### src/rtl/rv_pipe_pkg.sv
// Shared types and helpers for the rv32 pipeline hazard/forwarding logic.
package rv_pipe_pkg;

  // Scoreboard destination field; wide enough for any supported REG_AW.
  localparam int unsigned SB_RD_W  = 8;
  localparam int unsigned REG_ZERO = 0;

  typedef struct packed {
    logic               valid;
    logic [SB_RD_W-1:0] rd;
    logic               we;
    logic               is_load;
  } sb_entry_t;

  // Width of a forward-select code: 0 = register file, 1..num_stages = stage.
  function automatic int unsigned fwd_sel_w(input int unsigned num_stages);
    return $clog2(num_stages + 1);
  endfunction

endpackage

### src/rtl/rv_hazard_scoreboard_if.sv
// ID-stage request, forwarding sources and hazard/forward results.
interface rv_hazard_scoreboard_if
  import rv_pipe_pkg::*;
#(
  parameter int unsigned XLEN       = 32,
  parameter int unsigned REG_AW     = 5,
  parameter int unsigned NUM_STAGES = 3,
  parameter int unsigned CNT_W      = 16
);
  localparam int unsigned SEL_W = fwd_sel_w(NUM_STAGES);

  logic                         id_valid;
  logic [REG_AW-1:0]            id_rs1;
  logic [REG_AW-1:0]            id_rs2;
  logic                         id_uses_rs2;
  logic [REG_AW-1:0]            id_rd;
  logic                         id_we;
  logic                         id_is_load;
  logic [XLEN-1:0]              rf_data1;
  logic [XLEN-1:0]              rf_data2;
  logic [NUM_STAGES*XLEN-1:0]   stage_data;
  logic                         flush;
  logic                         stall;
  logic [XLEN-1:0]              op1;
  logic [XLEN-1:0]              op2;
  logic [SEL_W-1:0]             fwd_sel1;
  logic [SEL_W-1:0]             fwd_sel2;
  logic [CNT_W-1:0]             stall_cycles;

  modport master (
    output id_valid, id_rs1, id_rs2, id_uses_rs2, id_rd, id_we, id_is_load,
    output rf_data1, rf_data2, stage_data, flush,
    input  stall, op1, op2, fwd_sel1, fwd_sel2, stall_cycles
  );

  modport slave (
    input  id_valid, id_rs1, id_rs2, id_uses_rs2, id_rd, id_we, id_is_load,
    input  rf_data1, rf_data2, stage_data, flush,
    output stall, op1, op2, fwd_sel1, fwd_sel2, stall_cycles
  );

endinterface

### src/rtl/rv_operand_fwd.sv
// One source operand: youngest-match search, load readiness and operand mux.
module rv_operand_fwd
  import rv_pipe_pkg::*;
#(
  parameter int unsigned XLEN       = 32,
  parameter int unsigned REG_AW     = 5,
  parameter int unsigned NUM_STAGES = 3,
  parameter int unsigned LOAD_LAT   = 2
) (
  input  sb_entry_t [NUM_STAGES-1:0]      ent,
  input  logic [REG_AW-1:0]               rs,
  input  logic                            en,
  input  logic [NUM_STAGES*XLEN-1:0]      stage_data,
  input  logic [XLEN-1:0]                 rf_data,
  output logic [XLEN-1:0]                 op,
  output logic [fwd_sel_w(NUM_STAGES)-1:0] sel,
  output logic                            not_ready
);
  localparam int unsigned SEL_W = fwd_sel_w(NUM_STAGES);

  logic            hit;
  logic            hit_load;
  int              hit_k;
  logic [XLEN-1:0] hit_data;
  logic            ready;

  // Scan oldest to youngest so the lowest-index (youngest) match overrides.
  always_comb begin
    hit      = 1'b0;
    hit_load = 1'b0;
    hit_k    = 0;
    hit_data = '0;
    for (int i = int'(NUM_STAGES) - 1; i >= 0; i--) begin
      if (en && rs != REG_AW'(REG_ZERO) && ent[i].valid && ent[i].we &&
          ent[i].rd == SB_RD_W'(rs)) begin
        hit      = 1'b1;
        hit_load = ent[i].is_load;
        hit_k    = i + 1;
        hit_data = stage_data[i*XLEN +: XLEN];
      end
    end
  end

  // Load data only exists from stage LOAD_LAT onward.
  always_comb begin
    ready     = !(hit_load && hit_k < int'(LOAD_LAT));
    op        = rf_data;
    sel       = '0;
    not_ready = 1'b0;
    if (hit && ready) begin
      op  = hit_data;
      sel = SEL_W'(hit_k);
    end else if (hit) begin
      not_ready = 1'b1;
    end
  end

endmodule

### src/rtl/rv_hazard_scoreboard.sv
// ID/EX hazard scoreboard: tracks in-flight writers, forwards operands, stalls.
module rv_hazard_scoreboard
  import rv_pipe_pkg::*;
#(
  parameter int unsigned XLEN       = 32,
  parameter int unsigned REG_AW     = 5,
  parameter int unsigned NUM_STAGES = 3,
  parameter int unsigned LOAD_LAT   = 2,
  parameter int unsigned CNT_W      = 16
) (
  input logic                   clk,
  input logic                   reset,
  rv_hazard_scoreboard_if.slave bus
);
  sb_entry_t [NUM_STAGES-1:0] sb;
  sb_entry_t                  id_entry;
  logic                       en1;
  logic                       en2;
  logic                       nr1;
  logic                       nr2;
  logic                       stall_c;
  logic                       insert;
  logic [CNT_W-1:0]           cnt;

  // Entry describing the instruction currently in ID.
  always_comb begin
    id_entry         = '0;
    id_entry.valid   = 1'b1;
    id_entry.rd      = SB_RD_W'(bus.id_rd);
    id_entry.we      = bus.id_we;
    id_entry.is_load = bus.id_is_load;
  end

  // Operand lookup is disabled in reset so the RF values pass straight through.
  assign en1 = !reset;
  assign en2 = !reset && bus.id_uses_rs2;

  // Flush wins over stall; stalled or flushed instructions become bubbles.
  assign stall_c = bus.id_valid && !bus.flush && !reset && (nr1 || nr2);
  assign insert  = bus.id_valid && !stall_c && !bus.flush;

  // Scoreboard shift register, stage 1 at index 0.
  always_ff @(posedge clk) begin
    if (reset) begin
      sb <= '0;
    end else begin
      sb[0] <= insert ? id_entry : sb_entry_t'('0);
      for (int k = 1; k < int'(NUM_STAGES); k++) begin
        sb[k] <= sb[k-1];
      end
    end
  end

  // Saturating count of stalled cycles.
  always_ff @(posedge clk) begin
    if (reset) begin
      cnt <= '0;
    end else if (stall_c && cnt != {CNT_W{1'b1}}) begin
      cnt <= cnt + CNT_W'(1);
    end
  end

  assign bus.stall        = stall_c;
  assign bus.stall_cycles = cnt;

  rv_operand_fwd #(
    .XLEN(XLEN), .REG_AW(REG_AW), .NUM_STAGES(NUM_STAGES), .LOAD_LAT(LOAD_LAT)
  ) u_fwd1 (
    .ent(sb), .rs(bus.id_rs1), .en(en1), .stage_data(bus.stage_data),
    .rf_data(bus.rf_data1), .op(bus.op1), .sel(bus.fwd_sel1), .not_ready(nr1)
  );

  rv_operand_fwd #(
    .XLEN(XLEN), .REG_AW(REG_AW), .NUM_STAGES(NUM_STAGES), .LOAD_LAT(LOAD_LAT)
  ) u_fwd2 (
    .ent(sb), .rs(bus.id_rs2), .en(en2), .stage_data(bus.stage_data),
    .rf_data(bus.rf_data2), .op(bus.op2), .sel(bus.fwd_sel2), .not_ready(nr2)
  );

endmodule

### src/flat_wrapper.sv
// flat-port wrapper written by rule: the top's interface ports become plain ports
module rv_hazard_scoreboard_flat import rv_pipe_pkg::*;
#(
  parameter int unsigned XLEN       = 32,
  parameter int unsigned REG_AW     = 5,
  parameter int unsigned NUM_STAGES = 3,
  parameter int unsigned LOAD_LAT   = 2,
  parameter int unsigned CNT_W      = 16
)
  (clk, reset, bus_id_valid, bus_id_rs1, bus_id_rs2, bus_id_uses_rs2, bus_id_rd, bus_id_we, bus_id_is_load, bus_rf_data1, bus_rf_data2, bus_stage_data, bus_flush, bus_stall, bus_op1, bus_op2, bus_fwd_sel1, bus_fwd_sel2, bus_stall_cycles);
  rv_hazard_scoreboard_if #(.XLEN(XLEN), .REG_AW(REG_AW), .NUM_STAGES(NUM_STAGES), .CNT_W(CNT_W)) bus_i ();
  input logic clk;
  input logic reset;
  input wire logic [$bits(bus_i.id_valid)-1:0] bus_id_valid;
  input wire logic [$bits(bus_i.id_rs1)-1:0] bus_id_rs1;
  input wire logic [$bits(bus_i.id_rs2)-1:0] bus_id_rs2;
  input wire logic [$bits(bus_i.id_uses_rs2)-1:0] bus_id_uses_rs2;
  input wire logic [$bits(bus_i.id_rd)-1:0] bus_id_rd;
  input wire logic [$bits(bus_i.id_we)-1:0] bus_id_we;
  input wire logic [$bits(bus_i.id_is_load)-1:0] bus_id_is_load;
  input wire logic [$bits(bus_i.rf_data1)-1:0] bus_rf_data1;
  input wire logic [$bits(bus_i.rf_data2)-1:0] bus_rf_data2;
  input wire logic [$bits(bus_i.stage_data)-1:0] bus_stage_data;
  input wire logic [$bits(bus_i.flush)-1:0] bus_flush;
  output wire logic [$bits(bus_i.stall)-1:0] bus_stall;
  output wire logic [$bits(bus_i.op1)-1:0] bus_op1;
  output wire logic [$bits(bus_i.op2)-1:0] bus_op2;
  output wire logic [$bits(bus_i.fwd_sel1)-1:0] bus_fwd_sel1;
  output wire logic [$bits(bus_i.fwd_sel2)-1:0] bus_fwd_sel2;
  output wire logic [$bits(bus_i.stall_cycles)-1:0] bus_stall_cycles;
  assign bus_i.id_valid = bus_id_valid;
  assign bus_i.id_rs1 = bus_id_rs1;
  assign bus_i.id_rs2 = bus_id_rs2;
  assign bus_i.id_uses_rs2 = bus_id_uses_rs2;
  assign bus_i.id_rd = bus_id_rd;
  assign bus_i.id_we = bus_id_we;
  assign bus_i.id_is_load = bus_id_is_load;
  assign bus_i.rf_data1 = bus_rf_data1;
  assign bus_i.rf_data2 = bus_rf_data2;
  assign bus_i.stage_data = bus_stage_data;
  assign bus_i.flush = bus_flush;
  assign bus_stall = bus_i.stall;
  assign bus_op1 = bus_i.op1;
  assign bus_op2 = bus_i.op2;
  assign bus_fwd_sel1 = bus_i.fwd_sel1;
  assign bus_fwd_sel2 = bus_i.fwd_sel2;
  assign bus_stall_cycles = bus_i.stall_cycles;
  rv_hazard_scoreboard #(.XLEN(XLEN), .REG_AW(REG_AW), .NUM_STAGES(NUM_STAGES), .LOAD_LAT(LOAD_LAT), .CNT_W(CNT_W)) u_core (.clk(clk), .reset(reset), .bus(bus_i));
endmodule
### config.mk
export PLATFORM = sky130hd
export DESIGN_NAME = rv_hazard_scoreboard_flat
export DESIGN_NICKNAME = d
export VERILOG_FILES = /design/src/rtl/rv_pipe_pkg.sv /design/src/rtl/rv_hazard_scoreboard_if.sv /design/src/rtl/rv_operand_fwd.sv /design/src/rtl/rv_hazard_scoreboard.sv /design/src/flat_wrapper.sv
export SDC_FILE = /design/constraint.sdc
export NUM_CORES = 1
export LEC_CHECK = 0
export CAP_MARGIN = 30
export CORE_MARGIN = 4
export CORE_UTILIZATION = 38
export CTS_BUF_LIST = sky130_fd_sc_hd__clkbuf_2
export CTS_CLUSTER_SIZE = 30
export DETAILED_ROUTE_END_ITERATION = 7
export MAX_ROUTING_LAYER = met4
export PLACE_DENSITY = 0.9
export SLEW_MARGIN = 40
export SYNTH_ARGS = -nofsm -noshare
export SYNTH_HDL_FRONTEND = slang
export SYNTH_SLANG_ARGS = --single-unit
export TNS_END_PERCENT = 5
### constraint.sdc
create_clock -name clk -period 3.7 [get_ports clk]
set_clock_uncertainty 0.05 [all_clocks]
set_input_delay 0.74 -clock clk [delete_from_list [all_inputs] [get_ports clk]]
set_output_delay 0.74 -clock clk [all_outputs]
set_load 0.05 [all_outputs]
After elaboration in Yosys (flattened, before gate mapping)
Index checks and enable logic that the tools add are counted.
{"block": "totals", "reg_bits": 49, "inputBits": 182, "out_inout_bits": 85, "elab_cells": 98}
{"block": "classes", "addsub": 1, "n_lt_le_gt_ge": 2, "n_eq_ne": 7, "mux": 33, "n_bitwise": 1, "reduce_logical": 40}
{"cell": "two-way mux 32 bit", "count": 12}
{"cell": "< comparator 32 x 3 -> 1 bit, second input constant", "count": 2}
{"cell": "== test 8 x 5 -> 1 bit", "count": 6}
{"cell": "logical AND 1 bit", "count": 31}
{"cell": "adder 16 x 1 -> 16 bit, second input constant", "count": 1}
{"cell": "two-way mux 1 bit", "count": 16}
{"cell": "!= test 16 bit, second input constant", "count": 1}
{"cell": "two-way mux 11 bit", "count": 1}
{"cell": "nonzero test 5 bit", "count": 2}
{"cell": "two-way mux 2 bit", "count": 4}
{"cell": "zero test 1 bit", "count": 5}
{"cell": "OR reduction 2 bit", "count": 1}
{"cell": "logical OR 1 bit", "count": 1}
{"cell": "NOT 1 bit", "count": 1}

Depth between registers and ports, before layout
{"block": "logic_depth", "depth_word": 21, "mapped_depth": 9, "ltp_nobuf": 7}

Cells and area by module
A second synthesis with hierarchy kept.
{"block": "unflattened", "cells_unflattened": 605, "hier_area_um2": 4257.8}
{"mod": "rv_operand_fwd", "instances": 2, "cells_each": 227, "area_each_um2": 1367.6, "seq_area_each_um2": 0.0}
{"mod": "rv_hazard_scoreboard", "instances": 1, "cells_each": 151, "area_each_um2": 1522.7, "seq_area_each_um2": 800.8}

Least setup slack after synthesis
No wires, ideal clock.
{"block": "synth_path", "path_kind": "in2out", "start": "input port bus_id_rs2[1]", "end": "output port bus_op2[13]", "t_arrival_ns": 3.531, "required_time_ns": 2.910, "slack_ns": -0.621, "path_stages": 8, "path_buffers": 2, "cell_sequence": "clkbuf_1 -> xnor2_1 -> nand4_1 -> nor4_4 -> o21a_4 -> nor2_8 -> buf_4 -> o31ai_1"}
{"block": "synth_between", "elab_chain_len": 13, "word_cells_on_any_way": 31, "cone_classes": "order compare (1); eq/ne (3); mux (13); reduce/logical (14)"}
{"element": "start, declared", "line_no": "flat_wrapper.sv:16", "rtl": "input wire logic [$bits(bus_i.id_rs2)-1:0] bus_id_rs2;"}
{"element": "nonzero test 5 bit", "line_no": "rv_operand_fwd.sv:34", "rtl": "if (en && rs != REG_AW'(REG_ZERO) && ent[i].valid && ent[i].we &&"}
{"element": "logical AND 1 bit (4 in a row)", "line_no": "rv_operand_fwd.sv:34"}
{"element": "two-way mux 2 bit", "line_no": "rv_operand_fwd.sv:34"}
{"element": "two-way mux 32 bit (2 in a row)", "line_no": "rv_operand_fwd.sv:34"}
{"element": "< comparator 32 x 3 -> 1 bit", "line_no": "rv_operand_fwd.sv:46", "rtl": "ready = !(hit_load && hit_k < int'(LOAD_LAT));"}
{"element": "logical AND 1 bit", "line_no": "rv_operand_fwd.sv:46"}
{"element": "zero test 1 bit", "line_no": "rv_operand_fwd.sv:46"}
{"element": "logical AND 1 bit", "line_no": "rv_operand_fwd.sv:50", "rtl": "if (hit && ready) begin"}
{"element": "two-way mux 32 bit *", "line_no": "rv_operand_fwd.sv:50"}
{"element": "end, declared", "line_no": "flat_wrapper.sv:27", "rtl": "output wire logic [$bits(bus_i.op2)-1:0] bus_op2;"}
Mark *: on every way between the ends. The rest lies on a longest branch, timed or not.

Worst setup path in the final report
{"block": "layout_path", "start": "input port bus_id_rs1[0]", "end": "output port bus_op1[8]"}
{"block": "layout_between", "elab_chain_len": 13, "word_cells_on_any_way": 31, "cone_classes": "order compare (1); eq/ne (3); mux (13); reduce/logical (14)"}
{"element": "start, declared", "line_no": "flat_wrapper.sv:15", "rtl": "input wire logic [$bits(bus_i.id_rs1)-1:0] bus_id_rs1;"}
{"element": "nonzero test 5 bit", "line_no": "rv_operand_fwd.sv:34"}
{"element": "logical AND 1 bit (4 in a row)", "line_no": "rv_operand_fwd.sv:34"}
{"element": "two-way mux 2 bit", "line_no": "rv_operand_fwd.sv:34"}
{"element": "two-way mux 32 bit (2 in a row)", "line_no": "rv_operand_fwd.sv:34"}
{"element": "< comparator 32 x 3 -> 1 bit", "line_no": "rv_operand_fwd.sv:46"}
{"element": "logical AND 1 bit", "line_no": "rv_operand_fwd.sv:46"}
{"element": "zero test 1 bit", "line_no": "rv_operand_fwd.sv:46"}
{"element": "logical AND 1 bit", "line_no": "rv_operand_fwd.sv:50"}
{"element": "two-way mux 32 bit *", "line_no": "rv_operand_fwd.sv:50"}
{"element": "end, declared", "line_no": "flat_wrapper.sv:26", "rtl": "output wire logic [$bits(bus_i.op1)-1:0] bus_op1;"}
Marked as above.

==> metrics.md <==
| Metric | Value |
|---|---|
| Status | completed |
| Yosys reg bits | 38 |
| Most frequent cells in the layout | clkdlybuf4s50_1, buf_4, nor2_1, nand2_1, nand3_1 |
| Clock transition at path regs | roughly 0.20 ns |
| RD Place Congestion | around 1.0 |
| Fin cells | ~1.0k |
| Switching Share | roughly a third |
| Max-slew violation count | 0 |
| First-pass DRT Iterations | 6 |
| Tmin final | 3.70 ns |
| Io pins | approximately 270 |
| Leading area contributor after synthesis | dfxtp_1 |
| Die Wd | between 100 and 150 um |
| Root buffer cell | clkbuf_2 |
| Switching power of the nets | approximately 0.42 mW |
| Vias/cell | around 6.2 |
| Dpl cells | 982 |
| WHS Endpoint | u_core.sb[32] |
| Largest net degree at the start of global routing | 44 |
| # nets final | between 1k and 1.5k |
| Tightest Pin Transition | around 0.56 ns |
| CP Capture Type | primary output |
| Row count | 37 |
| Most common flop cell mapped by yosys | dfxtp_1 |
| Area contributors post-synth | dfxtp_1, mux2_2, a31oi_1, nand3_1, nor2_1 |
| DIE HEIGHT | around 110 um |
| Flop-to-flop setup slack | between 1 and 1.5 ns |
| Number of remaining DRC errors | 0 |
| Vias in the first global route | approximately 6k |
| Final ANT Viol Nets | 0 |
| Die area | between 0.01 and 0.015 mm2 |
| Worst skew pair latency | about 0.40 ns |
| Syn Inst Count | ~550 |
| Synth unique cells | 50 |
| Yosys top cell area share | between 10% and 20% |
| Hold path depth | 1 |
| FMAX | 0.270 GHz |
| Startpoint types | primary input |
| Mapped cell area | between 0.004 and 0.005 mm2 |
| Grt total ovfl | 0 |
| Peak VDD IR | approximately 0.24 mV |
| Pwr Density | 162 mW/mm2 |
| Final Hold Violating Endpoints | 0 |
| Tot Pwr | approximately 1.3 mW |
| Clk pwr share | 24.4% |
| Slew HR | a little over three fifths |
| Synth warn | 0 |
| Total of max-cap violations | 0 |
| Final setup vio count | 0 |
| Clock H-tree levels | 2 |
| Hold path start | u_core.sb[21] |
| HPWL Detailed | 16400 um |
| Critical path type | in2out |
| Sequential share of power | ~31% |
| I/O Buffers | around 270 |
| Initial antenna violation count | 2 |
| Share of cells above drive strength 1 | 31.8% |
| Worst r2r path cells | 8 |
| # fillers | roughly 630 |
| R2R Path End | u_core.bus.stall_cycles[12] |
| CTS tree | done |
| Share of total power in combinational logic | approximately 44% |
| Post-synth EDFFs | 0 |
| Core Region | slightly above 0.01 mm2 |
| Register area share after synthesis | 18.8% |
| WL final | roughly 23000 um |
| FFs w/ async S/R, synth | 0% |
| Internal power | about 0.92 mW |
| Net count after synthesis | roughly 740 |
| Most common cell after layout, fill and taps aside | clkdlybuf4s50_1 |
| Initial Util | 39.1% |
| Hold Buf Count CTS | 0 |
| Clk buf depth | 2 |
| LEAKAGE | 3.31 nW |
| Via count | approximately 6.2k |
| Initial DRC Count | ~520 |
| Type of the most critical hold path | reg2reg |
| RSZ-0062 raised after global routing | true |
| Final Cycle Share | around 100% |
| CP max FO | 12 |
| Area growth syn-to-layout | 105% |
| Num CTS Buffers | 5 |
| First-pass GRT wire length | around 34000 um |
| Syn Area/Cell | 7.32 um2 |
| Worst EP arrival | between 2 and 3 ns |
| Critical path required time | between 2 and 3 ns |
| Tot GR Track Use | roughly 34% |
| FF-to-FF Start | u_core.sb[6] |
| Clock sink count | 38 |
| WL per Instance | roughly 23 um |
==> cell usage after synthesis (3+ instances only) <==
library cell / count
nor2b_1: 16
o21ai_0: 14
a22o_1: 3
a21oi_1: 14
dfxtp_1: 38
or4_1: 5
a31oi_1: 44
xnor2_1: 10
and3_1: 6
nand3_1: 54
o2bb2ai_1: 6
buf_1: 3
o31ai_1: 17
nor3_1: 6
o21a_1: 3
mux2_2: 29
buf_2: 12
nor2_1: 72
xor2_1: 25
or3_1: 4
nand4_1: 4
a221o_1: 3
mux2_4: 10
mux2_1: 7
nand2_1: 55
and2_1: 11
a21o_1: 5
nor4_1: 6
clkbuf_1: 27
a221oi_1: 17
buf_4: 3
==> layer usage <==
metal	GRT usage [%]	vias up	share of wire, %
met5	-	-	0
met4	18.1	0	7.5
met3	7.81	156	9.7
met2	59.8	525	49
met1	36.4	2837	34
li1	-	2659	-
==> critical path, cell delays in order <==
cell and delay (ns):
clkdlybuf4s15_2 0.24, xor2_1 0.19, nor4_2 0.35, buf_4 0.17, and3_1 0.17, nand2_1 0.10
o31ai_4 0.10, buf_6 0.16, buf_16 0.15, mux2_2 0.36, buf_4 0.19
==> sequential cells by signal, indices dropped and copies added, names as in the netlist <==
signal,cells
u_core.sb,22
u_core.bus.stall_cycles,16
==> area by class of cell <==
cell class	count	area, um2	area share [%]
Clock buffer	5	25.0	0.301
Clock inverter	3	68.8	0.827
Antenna cell	2	5.00	0.0601
Timing Repair Buffer	351	3840	46.2
Inverter	2	7.51	0.0902
Tap cell	136	170	2.04
Sequential cell	38	764	9.19
Multi-Input combinational cell	466	3440	41.3
==> metrics by stage <==
| step | TNS, ns | instance area, um2 | util (%) | hold slack (ns) | setup WS [ns] |
|---|---|---|---|---|---|
| floorplan | -2.75 | 4110 | - | 0.388 | -0.214 |
| global placement | -15.77 | 7660 | 73.9 | 0.397 | -0.329 |
| detailed placement | -19.22 | 7660 | 73.9 | 0.412 | -0.447 |
| CTS | 0 | 8130 | 78.4 | 0.435 | 0.00360 |
| global route | -1.38 | 8320 | 80.2 | 0.456 | -0.0849 |
| finish | 0 | 8320 | 80.2 | 0.434 | 0.000420 |
==> power groups by stage <==
stage | sequential, mW | clock, mW | combinational (mW)
5_1_grt | 0.421 | 0.349 | 0.615
3_5_place_dp | 0.428 | 0 | 0.553
4_1_cts | 0.420 | 0.330 | 0.569
6_report | 0.420 | 0.329 | 0.598
3_3_place_gp | 0.428 | 0 | 0.545
2_1_floorplan | 0.426 | 0 | 0.209
==> cells by family (layout without fill, tap and decap cells) <==
kind of cell	after synthesis	count (layout)	share of synthesized area, %
compound gates	134	134	23.1
xor+xnor	35	35	7.56
fa+ha+maj	1	1	0.308
buf+inv	50	361	6.05
flops	38	38	18.8
mux	48	48	14.2
other cells	0	2	0
simple gates	248	248	30.0
==> repair_timing <==
item                                    4_1_cts  5_1_grt
pin swaps                                    20       17
setup buffers                                 9        0
gates resized for setup                      88       65
gates cloned                                  2        0
endpoints found under the setup margin       66       64
==> how the worst max path moves through the flow <==
stage | startpoint | end | cells after the start
final | bus_id_rs1[0] | bus_op1[8] | 11
after global routing | bus_id_rs1[0] | bus_op1[8] | 11
after CTS | bus_id_rs1[1] | bus_op1[27] | 11
after detailed placement | bus_id_rs2[2] | bus_op2[8] | 10
after global placement | bus_id_rs2[2] | bus_op2[8] | 10
after floorplan | bus_id_rs2[1] | bus_op2[13] | 8
Power figures use the tool's default switching activity.
